==> config.mk <==
export PLATFORM = sky130hd
export DESIGN_NAME = load_n
export DESIGN_NICKNAME = d
export VERILOG_FILES = /design/src/rtl/load_n.sv
export SDC_FILE = /design/constraint.sdc
export NUM_CORES = 1
export LEC_CHECK = 0
export BUFFER_PORTS_ARGS = -buffer_cell sky130_fd_sc_hd__buf_2
export CORE_UTILIZATION = 59
export CTS_CLUSTER_DIAMETER = 50
export DETAILED_ROUTE_END_ITERATION = 8
export GPL_ROUTABILITY_DRIVEN = 1
export PLACE_DENSITY = 0.86
export SYNTH_ARGS = -nofsm -noshare
export SYNTH_HDL_FRONTEND = slang
export SYNTH_SLANG_ARGS = --single-unit
==> constraint.sdc <==
create_clock -name clk -period 3.7 [get_ports clk]
set_clock_uncertainty 0.15 [all_clocks]
set_input_delay 0.185 -clock clk [delete_from_list [all_inputs] [get_ports clk]]
set_output_delay 0.185 -clock clk [all_outputs]
set_load 0.005 [all_outputs]
==> src/rtl/load_n.sv <==
// Multi-channel sample loader: packs BEATS beats of CHANNELS x WIDTH samples
// into one result word, with flush of partial words and valid/ready output.

module load_n_slot #(
  parameter int W = 32
) (
  input  logic         clk,
  input  logic         rst,
  input  logic         clr,
  input  logic         we,
  input  logic [W-1:0] d,
  output logic [W-1:0] q
);
  always_ff @(posedge clk or negedge rst) begin
    if (!rst)     q <= '0;
    else if (clr) q <= '0;
    else if (we)  q <= d;
  end
endmodule

module load_n #(
  parameter int CHANNELS = 4,
  parameter int WIDTH    = 8,
  parameter int BEATS    = 2,
  localparam int IN_W    = CHANNELS*WIDTH,
  localparam int OUT_W   = IN_W*BEATS,
  localparam int CW      = $clog2(BEATS+1)
) (
  input  logic             clk,
  input  logic             rst,
  input  logic [IN_W-1:0]  s,
  input  logic             in_valid,
  output logic             in_ready,
  input  logic             flush,
  output logic [OUT_W-1:0] result,
  output logic             out_valid,
  input  logic             out_ready,
  output logic [CW-1:0]    out_beats
);
  typedef enum logic [1:0] {EMPTY, FILL, HOLD} state_t;

  state_t                      state, nxt_state;
  logic [CW-1:0]               cnt, nxt_cnt, eff_cnt;
  logic                        pend, nxt_pend, xfer, accept, out_free;
  logic [BEATS-1:0][IN_W-1:0]  acc, acc_view;
  logic [BEATS-1:0]            slot_we;

  assign in_ready = (state != HOLD) && !pend;
  assign out_free = !out_valid || out_ready;
  assign accept   = in_valid && in_ready;
  assign eff_cnt  = cnt + CW'(accept);

  // acc_view is the accumulator as it would look with this cycle's beat in it;
  // a transfer copies it so the completing beat reaches result on the same edge.
  for (genvar j = 0; j < BEATS; j++) begin : g_slot
    assign slot_we[j]  = accept && (cnt == CW'(j));
    assign acc_view[j] = slot_we[j] ? s : acc[j];
    load_n_slot #(.W(IN_W)) u_slot (
      .clk (clk),
      .rst (rst),
      .clr (xfer),
      .we  (slot_we[j]),
      .d   (s),
      .q   (acc[j])
    );
  end

  always_ff @(posedge clk or negedge rst) begin
    if (!rst) begin
      state <= EMPTY;
      cnt   <= '0;
      pend  <= 1'b0;
    end else begin
      state <= nxt_state;
      cnt   <= nxt_cnt;
      pend  <= nxt_pend;
    end
  end

  always_comb begin
    nxt_state = state;
    nxt_cnt   = cnt;
    nxt_pend  = pend;
    xfer      = 1'b0;
    if (state == HOLD || pend) begin
      // no accepts here, so eff_cnt == cnt
      if (out_free) begin
        xfer      = 1'b1;
        nxt_cnt   = '0;
        nxt_pend  = 1'b0;
        nxt_state = EMPTY;
      end
    end else if (accept && eff_cnt == CW'(BEATS)) begin
      if (out_free) begin
        xfer      = 1'b1;
        nxt_cnt   = '0;
        nxt_state = EMPTY;
      end else begin
        nxt_cnt   = eff_cnt;
        nxt_state = HOLD;
      end
    end else if (flush && eff_cnt != '0) begin
      if (out_free) begin
        xfer      = 1'b1;
        nxt_cnt   = '0;
        nxt_state = EMPTY;
      end else begin
        nxt_cnt   = eff_cnt;
        nxt_pend  = 1'b1;
        nxt_state = FILL;
      end
    end else if (accept) begin
      nxt_cnt   = eff_cnt;
      nxt_state = FILL;
    end
  end

  // Transfers only happen when out_free, so result is stable under backpressure.
  always_ff @(posedge clk or negedge rst) begin
    if (!rst) begin
      result    <= '0;
      out_beats <= '0;
      out_valid <= 1'b0;
    end else if (xfer) begin
      result    <= acc_view;
      out_beats <= eff_cnt;
      out_valid <= 1'b1;
    end else if (out_ready) begin
      out_valid <= 1'b0;
    end
  end
endmodule

[Word-level counts from Yosys, hierarchy flattened]
Cells that the tools add are included.
Word-level totals
  RAM bits: 0
  input bits: 37
  word-level logic and storage cells: 60
  memories: 0
  bits in latches: 0
  register bits: 136
  bits in read-only memories: 0
Operators by class
  eq/ne operators: 7
  muxes and demuxes: 27
  $mul: 0
  divide/modulo/power cells: 0
  bitwise operators: 0
  order comparisons: 0
  $add $sub $neg: 1
  reductions and logical operators: 17
  shift-type cells: 0
Operators with widths (number)
  32-bit two-way mux: 4
  2-bit two-way mux: 11
  1-bit two-way mux: 12
  1-bit logical AND: 6
  2-bit inequality test, second input constant: 3
  2-bit nonzero test: 3
  2-bit equality test, second input constant: 2
  4-bit AND reduction: 1
  4-bit nonzero test: 1
  2-bit by 1-bit adder with 2-bit output: 1
  2-bit by 1-bit equality test with 1-bit output, second input constant: 1
  1-bit logical NOT: 2
  2-bit logical NOT: 1
  1-bit logical OR: 2
  2-bit by 1-bit inequality test with 1-bit output, second input constant: 1
  2-bit AND reduction: 1

[Longest topological paths before layout]
Gate-level depths: netlist of the first run.
  depth after elaboration: 10
  mapped depth: 12
  mapped depth without buffers: 9

[Cells and area by module]
From an unflattened synthesis of the first run, not the netlist that was laid out.
Second synthesis, totals
  cell total of the unflattened synthesis: 466
  area total of the unflattened synthesis: 6332.3 um^2
By module, submodules not included
  load_n: times used 1, area each 3684.8 um^2, cells each 260
  load_n_slot: times used 2, area each 1323.8 um^2, cells each 103

[Worst setup path before layout of the first run]
OpenSTA, ideal clock, no wires.
  path kind: reg2reg
  from: register state[1]
  to: register result[37]
  data required time: 3.471 ns
  path buffers: 3
  arrival: 2.341 ns
  setup slack: 1.130 ns
  stages on the path, launching flop included: 13
  cell sequence: dfrtp_1 -> nor2b_1 -> buf_4 -> or2_4 -> inv_2 -> and2_1 -> ha_1 -> nand2b_1 -> o2bb2ai_1 -> a21oi_2 -> buf_6 -> buf_4 -> mux2i_1
On the way
  word-level cells in the longest chain between the ends: 9
  elaborated cells on any way between the ends: 15
  classes of those cells: add/sub: 1; eq/ne: 3; mux: 4; reduce/logical: 7
RTL lines
  start: declaration: line 42  | state_t state, nxt_state;
  start signal: assignment: line 74  | state <= nxt_state;
  2-bit inequality test (*): line 48  | assign in_ready = (state != HOLD) && !pend;
  1-bit logical AND (*): line 48
  via in_ready: line 33  | output logic in_ready,
  1-bit logical AND (*): line 50  | assign accept = in_valid && in_ready;
  2-bit by 1-bit adder with 2-bit output (*): line 51  | assign eff_cnt = cnt + CW'(accept);
  via eff_cnt[0]: line 43  | logic [CW-1:0] cnt, nxt_cnt, eff_cnt;
  2-bit nonzero test: line 102  | end else if (flush && eff_cnt != '0) begin
  1-bit logical AND: line 102
  1-bit two-way mux: line 102
  1-bit two-way mux (*): line 93  | end else if (accept && eff_cnt == CW'(BEATS)) begin
  1-bit two-way mux (*): line 85  | if (state == HOLD || pend) begin
  end signal: assignment: line 125  | result <= acc_view;
  end: declaration: line 35  | output logic [OUT_W-1:0] result,
The timed path passes the listed nets; every way through them passes the cells marked *.
A chain may end at the register's enable or synchronous reset.

[Worst setup path in the final report of the first run]
  from: register state[1]
  to: register result[59]
On the way
  word-level cells in the longest chain between the ends: 9
  elaborated cells on any way between the ends: 15
  classes of those cells: add/sub: 1; eq/ne: 3; mux: 4; reduce/logical: 7
RTL lines (line)
  2-bit inequality test (*): 48
  1-bit logical AND (*): 48
  1-bit logical AND (*): 50
  2-bit by 1-bit adder with 2-bit output (*): 51
  via eff_cnt[0]: 43
  2-bit nonzero test: 102
  1-bit logical AND: 102
  1-bit two-way mux: 102
  1-bit two-way mux (*): 93
  1-bit two-way mux (*): 85
Marks and branches as above.

==> qor.csv, run 1 <==
stage,metric,value,unit
outcome,outcome,"finished, final reports clean",
clocking,worstSkewPairLatency,0.51,ns
yosys,synth_most_common_cell,dfrtp_1,
yosys,yosysWarnings,0,
grt,grt_use_met3,0.0738,
die,start_util,0.611,
power,cellLeakagePower,3.69,nW
sta,fin_crit,3.40,ns
final_layout,fillerInstances,535,
yosys,ys_seq_elements,136,
die,die_w,99.8,um
detailed_routing,routed_via_density,5.09,
yosys,syn_inst,456,
detailed_routing,drt_drc_violations_left,0,
sta,tightestPinTransition,0.926,ns
worst_setup_path,reg2regPathDepth,10,
yosys,synthArstFlopShare,1.00,
worst_setup_path,r2r_slack,0.30,ns
grt,grt_use_met2,0.440,
final_layout,drive_gt1_frac,0.246,
clocking,clock-root-buffer,clkbuf_8,
die,core,0.00924,mm^2
detailed_routing,num_vias,3788,
sta,final-max-slew-violation-count,0,
worst_setup_path,required,3.97,ns
clocking,path_clk_slew,0.06,ns
worst_setup_path,crit_start,state[1],
yosys,yosys.cell_types.count,29,
final_layout,fin_cells,744,
yosys,synth_area,0.00565,mm^2
detailed_routing,drt_iter0_markers,191,
grt,grt_max_degree,106,
clocking,clk_path_buf_depth,2,
yosys,ys_seq_area_frac,0.603,
detailed_routing,firstDrtPassIters,4,
final_layout,syn_to_final_growth,28.7,%
power,power_frac_comb,0.369,
die,die_y,99.8,um
grt,grt_overflow,0,
detailed_routing,ant_nets,0,
job,cap_violations,0,
grt,grt_pass1_wl,19.4,mm
worst_setup_path,path_class,flip-flop to flip-flop,
sta,min_period_over_period,0.919,
placement,dp_hpwl,7.09,mm
sta,post-route-worst-setup-slack,0.301,ns
final_layout,diodes,0,
worst_setup_path,end_kind,flip-flop,
worst_setup_path,worstReg2RegStart,state[1],
yosys,synth_edf_count,0,
placement,dp.cells,676,
grt,track_usage,0.257,
sta,slew_headroom,0.383,
grt,top_usage_layer,met2,
placement,pre_cts_slack,0.318,ns
power,seqPwrFrac,0.371,
worst_setup_path,r2r_end,result[59],
yosys,synth_nets,495,
die,die_area,0.00997,mm^2
power,pwr-share-clk,0.260,
sta,hold_viol,0,
sta,grt_setup_unrepaired,no,
die,fp-row-count,35,
power,power_density,903,mW/mm^2
grt,grt_pass1_vias,4061,
yosys,ys_top_cells_by_area,"dfrtp_1 (60%), mux2i_1 (23%), inv_1 (4.7%)",
clocking,cts-resized-gates,0,
clocking,cts_tree,built,
sta,fmax,0.294,GHz
yosys,synth_ff_type,dfrtp_1,
final_layout,fin_util,0.786,
power,p_int,0.00427,W
sta,setup_viol,0,
clocking,clock_sinks,136,
power,ir_drop,0.552,mV
power,swShare,0.348,
grt,antenna_found_initial,0,
yosys,synth.avg_cell_area,12.4,um^2
worst_setup_path,worstPathMaxFanout,33,
yosys,synth_common_cells,"dfrtp_1 (136), mux2i_1 (129), inv_1 (71)",
worst_setup_path,cp.arrival,3.67,ns
die,boundaryPins,105,
placement,portBuffers,104,
worst_setup_path,crit_end,result[59],
placement,gp_congestion,0.812,
sta,fin_setup_tns,0,ns
detailed_routing,wirelength,11.9,mm
clocking,ctsHtreeMaxLevel,4,
clocking,post-cts-setup-buffers,0,
worst_setup_path,crit_path_start_kind,flip-flop,
power,p_sw,0.00228,W
power,fin_total_pwr,0.00656,W
grt,grtUsageMet1,0.309,
final_layout,nets,641,
detailed_routing,routedWlPerCell,16.0,um
yosys,netlist.area_leader.share,0.603,
min_path,hp-class,input port to asynchronous set/reset pin,
clocking,cts_buffers,17,
yosys,synth_top_area_cell,dfrtp_1,
==> final cells by class <==
class                   instances  area, um^2  share of cell area
clock buffers                  17         414              0.0570
inverters                      72         270              0.0372
multi-input cells             226        1800               0.248
well taps                     129         161              0.0222
flip-flops and latches        136        3400               0.468
repair buffers                149        1020               0.140
clock inverters                15         194              0.0267
==> power by group through the flow <==
stage | registers (W) | clock network, W | logic [W]
CTS | 0.00243 | 0.00172 | 0.00243
detailed placement | 0.00243 | 0 | 0.00236
global placement | 0.00241 | 0 | 0.00224
finish | 0.00243 | 0.00171 | 0.00242
global route | 0.00249 | 0.00179 | 0.00266
floorplan | 0.00241 | 0 | 0.00163
==> what timing repair did <==
item,4_1_cts,5_1_grt
setup endpoints to repair,0,0
hold endpoints to repair,234,0
hold buffers,36,0
==> routing by layer <==
metal | wire, um | vias up
met4 | 242 | 0
met2 | 6170 | 117
li1 | - | 1760
met1 | 4900 | 1888
met3 | 573 | 23
met5 | 0 | -
==> worst max-delay path, cell delays in order (launching register included) <==
cell and delay (ns):
dfrtp_1 0.35, nor2b_1 0.52, or2_4 0.26, inv_2 0.06, and2_1 0.16, ha_1 0.35, nand2b_1 0.22, o2bb2ai_1 0.18
a21oi_4 0.51, buf_12 0.28, mux2i_1 0.26
==> worst min-delay path by stage <==
stage	startpoint	to	cells past startpoint
2_1_floorplan	rst	cnt[0]	0
3_3_place_gp	rst	out_valid	1
3_5_place_dp	rst	out_valid	1
4_1_cts	rst	out_valid	2
5_1_grt	rst	out_valid	2
6_report	rst	cnt[1]	2
==> layout by cell type, fill, tap and decap left out, types with 3 or more instances in the layout <==
cell and instances:
clkbuf_16 16, dfrtp_1 136, inv_1 71, clkinvlp_4 5, buf_2 103, mux2i_1 129, buf_4 4, bufinv_16 3
nor2_1 66, buf_12 5, nand2b_1 3, dlygate4sd3_1 36, inv_6 3
==> sequential cells by signal, indices dropped and copies added, names as in the netlist <==
register,cells
cnt,2
out_valid,1
pend,1
g_slot.u_slot.q,64
state,2
result,64
out_beats,2
==> through the flow <==
stage               instance area, um^2  hold WS [ns]
floorplan                          5650        -0.261
global placement                   6300         0.204
detailed placement                 6300         0.214
CTS                                7260         0.250
global route                       7260         0.271
finish                             7260         0.205
==> kinds of logic after synthesis <==
logic type                 share of synthesized area
DFF                                            0.603
muxes                                          0.233
adders and majority gates                    0.00443
buffers and inverters                         0.0791
xor gates and xnor gates                     0.00155
AOI/OAI and AO/OA                             0.0144
and+or+nand+nor                               0.0651
(Power assumes the default switching activity.)
==> inputs of run 2 (changes only) <==
==> constraint.sdc (replaced) <==
create_clock -name clk -period 4.1 [get_ports clk]
set_clock_uncertainty 0.15 [all_clocks]
set_input_delay 0.205 -clock clk [delete_from_list [all_inputs] [get_ports clk]]
set_output_delay 0.205 -clock clk [all_outputs]
set_load 0.005 [all_outputs]
==> run 2 against run 1 <==
Sequential cell count is the same. First-iteration DRC count shrank 9.9%. Critical path type unchanged. Via count decreased by 0.21%. Highest routed layer unchanged. Largest power group unchanged. Critical endpoint is now result[54].
==> qor.csv, run 2 (same netlist as run 1, synthesis figures left out) <==
stage,metric,value,unit
outcome,outcome,"finished, final reports clean",
worst_setup_path,worstReg2RegStart,state[0],
worst_setup_path,max_stage_delay,0.50,ns
clocking,clk_path_buf_depth,2,
power,power_density,815,mW/mm^2
sta,fin_setup_tns,0,ns
worst_setup_path,path_class,flip-flop to flip-flop,
detailed_routing,routedWlPerCell,15.6,um
sta,setup_viol,0,
power,cellLeakagePower,3.68,nW
final_layout,drive_gt1_frac,0.242,
worst_setup_path,cp_top_family,simple AND/OR/NAND/NOR gates,
sta,min_period_over_period,0.865,
min_path,hp-class,input port to flip-flop,
power,swShare,0.348,
power,seqPwrFrac,0.373,
final_layout,fillerInstances,568,
die,die_area,0.00997,mm^2
power,ir_drop,0.495,mV
grt,grt_pass1_wl,18.9,mm
clocking,cts_buffers,17,
power,p_sw,0.00204,W
grt,grt_overflow,0,
power,pwr-share-clk,0.265,
worst_setup_path,cp.arrival,3.80,ns
final_layout,final_cell_mix,"dfrtp_1 (136), mux2i_1 (129), buf_2 (103), inv_1 (71), nor2_1 (66)",
worst_setup_path,crit_chain,nor2b_1 > or2_4 > inv_2 > and2_1 > ha_1 > xor2_1 > o2bb2ai_1 > a21oi_4 > buf_12 > mux2i_1,
clocking,post-cts-setup-buffers,0,
job,cap_violations,0,
grt,grt_pass1_vias,3934,
final_layout,register_area,0.00340,mm^2
sta,hold_viol,0,
final_layout,nets,637,
clocking,clock_sinks,136,
clocking,clock-root-buffer,clkbuf_8,
sta,post-route-worst-setup-slack,0.553,ns
die,start_util,0.611,
power,power_frac_comb,0.362,
grt,track_usage,0.246,
detailed_routing,firstDrtPassIters,4,
clocking,cts_tree,built,
clocking,path_clk_slew,0.07,ns
sta,slew_headroom,0.278,
placement,pre_cts_slack,0.623,ns
worst_setup_path,worstPathMaxFanout,60,
detailed_routing,num_vias,3780,
worst_setup_path,crit_path_start_kind,flip-flop,
worst_setup_path,critPathSlowestCell,nor2b_1,
grt,antenna_found_initial,0,
final_layout,mostFrequentLayoutCell,dfrtp_1,
sta,tightestPinTransition,1.07,ns
detailed_routing,drt_iter0_markers,172,
clocking,worstSkewPairLatency,0.50,ns
detailed_routing,ant_nets,0,
detailed_routing,wirelength,11.6,mm
worst_setup_path,crit_start,state[0],
die,boundaryPins,105,
sta,fin_crit,3.55,ns
worst_setup_path,end_kind,flip-flop,
sta,final-max-slew-violation-count,0,
grt,grt_max_degree,110,
die,core,0.00924,mm^2
final_layout,diodes,0,
die,die_w,99.8,um
sta,fmax,0.282,GHz
die,fp-row-count,35,
worst_setup_path,required,4.35,ns
detailed_routing,drt_drc_violations_left,0,
worst_setup_path,crit_buf_inv,2,
sta,grt_setup_unrepaired,no,
final_layout,syn_to_final_growth,27.7,%
clocking,ctsHtreeMaxLevel,4,
die,die_y,99.8,um
placement,portBuffers,104,
min_path,min_from,in_valid,
power,p_int,0.00383,W
final_layout,top_regs,"g_slot.u_slot.q: 64 flops, result: 64 flops",
final_layout,multi_input_area,0.00180,mm^2
placement,dp_hpwl,6.69,mm
detailed_routing,routed_via_density,5.11,
placement,gp_congestion,0.811,
==> run 2: worst reg2reg max path: stages, from the launching register on <==
cell and delay, ns:
dfrtp_1 0.38, nor2b_1 0.50, or2_4 0.26, inv_2 0.06, and2_1 0.17, ha_1 0.19
xor2_1 0.38, o2bb2ai_1 0.19, a21oi_4 0.50, buf_12 0.37, mux2i_1 0.29
==> run 2: worst paths after layout <==
kind	to	slack, ns	cells after the start
max in group asynchronous	result[14]	2.59	3
min	state[1]	0.12	5
min reg2reg	out_beats[1]	0.34	1
max reg2reg	result[54]	0.55	10
min in group asynchronous	pend	0.24	2
max	result[54]	0.55	10
==> run 2: metal layers <==
metal | track usage | up-vias | part of all wire
met5 | 0 | - | 0
met4 | 0.0860 | 0 | 0.016
met3 | 0.0467 | 17 | 0.035
met2 | 0.410 | 86 | 0.50
met1 | 0.329 | 1926 | 0.45
li1 | - | 1751 | -
==> run 2: area by class of cell <==
class / count / area share
timing repair buffer: 145 / 0.133
sequential: 136 / 0.472
clock inverter: 14 / 0.0255
multi-input combinational: 226 / 0.250
inverter: 72 / 0.0375
clock buffer: 18 / 0.0593
tap: 129 / 0.0224
==> run 2: what timing repair did <==
item | in CTS | in global routing
hold buffers | 35 | 0
endpoints found under the hold margin | 239 | 0
gates resized for setup | 0 | 0
==> run 2: per-stage QoR <==
step	instances	cell area [um^2]	utilization	total power [W]	hold slack (ns)
global route	740	7210	0.780	0.00621	0.118
global placement	673	6250	0.676	0.00414	0.242
finish	740	7210	0.780	0.00587	0.115
CTS	740	7210	0.780	0.00589	0.0737
floorplan	456	5650	-	0.00365	-0.241
detailed placement	673	6250	0.676	0.00425	0.257
==> run 2: power by group through the flow <==
stage	Clock [W]	Sequential, W	Combinational, W
2_1_floorplan	0	0.00217	0.00147
3_3_place_gp	0	0.00217	0.00198
3_5_place_dp	0	0.00219	0.00207
4_1_cts	0.00158	0.00219	0.00213
5_1_grt	0.00164	0.00225	0.00233
6_report	0.00156	0.00219	0.00212
==> inputs of run 3 (changes only) <==
--- a/config.mk
+++ b/config.mk
@@ -6,11 +6,12 @@
 export NUM_CORES = 1
 export LEC_CHECK = 0
 export BUFFER_PORTS_ARGS = -buffer_cell sky130_fd_sc_hd__buf_2
-export CORE_UTILIZATION = 59
+export CORE_UTILIZATION = 55
 export CTS_CLUSTER_DIAMETER = 50
 export DETAILED_ROUTE_END_ITERATION = 8
 export GPL_ROUTABILITY_DRIVEN = 1
-export PLACE_DENSITY = 0.86
+export HOLD_SLACK_MARGIN = 0.06
+export PLACE_DENSITY = 0.81
 export SYNTH_ARGS = -nofsm -noshare
 export SYNTH_HDL_FRONTEND = slang
 export SYNTH_SLANG_ARGS = --single-unit
==> constraint.sdc (replaced) <==
create_clock -name clk -period 3.27 [get_ports clk]
set_clock_uncertainty 0.15 [all_clocks]
set_input_delay 0.1635 -clock clk [delete_from_list [all_inputs] [get_ports clk]]
set_output_delay 0.1635 -clock clk [all_outputs]
set_load 0.005 [all_outputs]
==> run 3 against run 2 <==
Power is 24% higher. Via count is 1.4% lower. First-iteration DRC count is 2.3% higher. Cell area is 0.69% higher. Routed wire length is 2.3% lower. Sequential power is 25% higher. Count of clock-buffer cells in the layout is 4 higher. Worst hold slack better by 0.045 ns.
==> qor.csv, run 3 (same netlist as run 1, synthesis figures left out) <==
stage,metric,value,unit
die,start_util,0.572,
grt,grt_overflow,0,
detailed_routing,routedWlPerCell,15.1,um
worst_setup_path,r2r_end,result[56],
worst_setup_path,worstReg2RegStart,state[0],
clocking,clk_path_buf_depth,2,
detailed_routing,wirelength,11.3,mm
worst_setup_path,cp.arrival,3.29,ns
detailed_routing,drt_iter0_markers,176,
worst_setup_path,worstPathMaxFanout,32,
die,fp-row-count,36,
worst_setup_path,required,3.56,ns
grt,antenna_found_initial,0,
clocking,ctsHtreeMaxLevel,4,
die,die_w,103,um
grt,grt_pass1_vias,3841,
final_layout,mostFrequentLayoutCell,dfrtp_1,
placement,gp_congestion,0.801,
sta,setup_viol,0,
grt,grt_max_degree,71,
detailed_routing,firstDrtPassIters,4,
placement,pre_cts_slack,0.0721,ns
die,core,0.00986,mm^2
final_layout,syn_to_final_growth,28.6,%
sta,grt_setup_unrepaired,no,
clocking,clock_sinks,136,
power,ir_drop,0.591,mV
sta,post-route-worst-setup-slack,0.268,ns
power,cellLeakagePower,3.70,nW
grt,track_usage,0.231,
detailed_routing,num_vias,3727,
final_layout,drive_gt1_frac,0.245,
worst_setup_path,crit_path_start_kind,flip-flop,
clocking,worstSkewPairLatency,0.52,ns
final_layout,nets,643,
worst_setup_path,path_class,flip-flop to flip-flop,
min_path,hp-class,input port to asynchronous set/reset pin,
grt,grt_pass1_wl,18.2,mm
die,boundaryPins,105,
sta,final-max-slew-violation-count,0,
detailed_routing,drt_drc_violations_left,0,
clocking,clock-root-buffer,clkbuf_8,
placement,portBuffers,104,
clocking,cts_buffers,17,
sta,fin_setup_tns,0,ns
placement,dp_hpwl,7.26,mm
final_layout,top_regs,"g_slot.u_slot.q: 64 flops, result: 64 flops",
die,die_y,103,um
job,cap_violations,0,
sta,fmax,0.333,GHz
clocking,post-cts-setup-buffers,0,
power,fin_total_pwr,0.00729,W
sta,fin_crit,3.00,ns
detailed_routing,routed_via_density,4.97,
detailed_routing,ant_nets,0,
sta,slew_headroom,0.411,
worst_setup_path,reg2regPathDepth,10,
final_layout,diodes,0,
worst_setup_path,r2r_slack,0.27,ns
power,power_density,1000,mW/mm^2
sta,hold_viol,0,
final_layout,final_cell_mix,"dfrtp_1 (136), mux2i_1 (129), buf_2 (103), inv_1 (71), nor2_1 (66)",
outcome,outcome,"finished, final reports clean",
sta,min_period_over_period,0.918,
sta,tightestPinTransition,0.883,ns
clocking,cts_tree,built,
clocking,path_clk_slew,0.06,ns
worst_setup_path,end_kind,flip-flop,
die,die_area,0.0107,mm^2
[run 3: changes by cell type in the layout (fill, tap and decap cells not counted), sizes merged]
cell,delta
buf,+5
bufinv,-1
clkbuf,+4
clkinv,+1
clkinvlp,+1
dlygate4sd3,+1
inv,-5
[run 3: worst max-delay path, stage by stage, from the launching register on]
cell       delay, ns
dfrtp_1         0.39
nor2b_2         0.33
or2_4           0.21
inv_2           0.06
and2_1          0.16
ha_1            0.18
xor2_1          0.37
o2bb2ai_1       0.19
a21oi_4         0.21
buf_4           0.41
mux2i_1         0.25
[run 3: repair_timing]
item	CTS	global route
hold buffers	36	0
resized for setup	0	1
hold endpoints to repair	202	0
setup endpoints to repair	0	74
[run 3: worst max-delay path by stage]
stage	from	endpoint	slack (ns)	cells after the start
4_1_cts	state[0]	result[56]	0.07	10
3_5_place_dp	state[0]	result[54]	0.07	10
2_1_floorplan	state[1]	result[37]	0.70	12
3_3_place_gp	state[0]	result[24]	0.31	10
5_1_grt	state[0]	result[22]	0.03	10
6_report	state[0]	result[56]	0.27	10
[run 3: layout make-up]
type,instances,area (um^2)
Tap cell,133,166
Multi-Input combinational cell,226,1810
Timing Repair Buffer,151,1040
Sequential cell,136,3400
Fill cell,627,2600
Clock inverter,10,120
Inverter,72,270
Clock buffer,22,453
[run 3: power breakdown]
| group | internal [W] | switching (W) |
|---|---|---|
| Combinational | 0.00126 | 0.00147 |
| Clock | 0.00113 | 0.000693 |
| Sequential | 0.00242 | 0.000320 |
[run 3: routing by layer]
layer / track usage / share of wire / vias to the layer above
li1: - / - / 1764
met1: 0.290 / 0.44 / 1857
met2: 0.375 / 0.48 / 88
met3: 0.0733 / 0.057 / 18
met4: 0.0943 / 0.015 / 0
met5: 0 / 0 / -
[run 3: metrics by stage]
stage	cell area [um^2]	cells	utilization	hold WS, ns
CTS	7260	750	0.736	0.181
finish	7260	750	0.736	0.161
floorplan	5650	456	-	-0.282
detailed placement	6320	682	0.641	0.193
global placement	6320	682	0.641	0.182
global route	7260	750	0.736	0.238
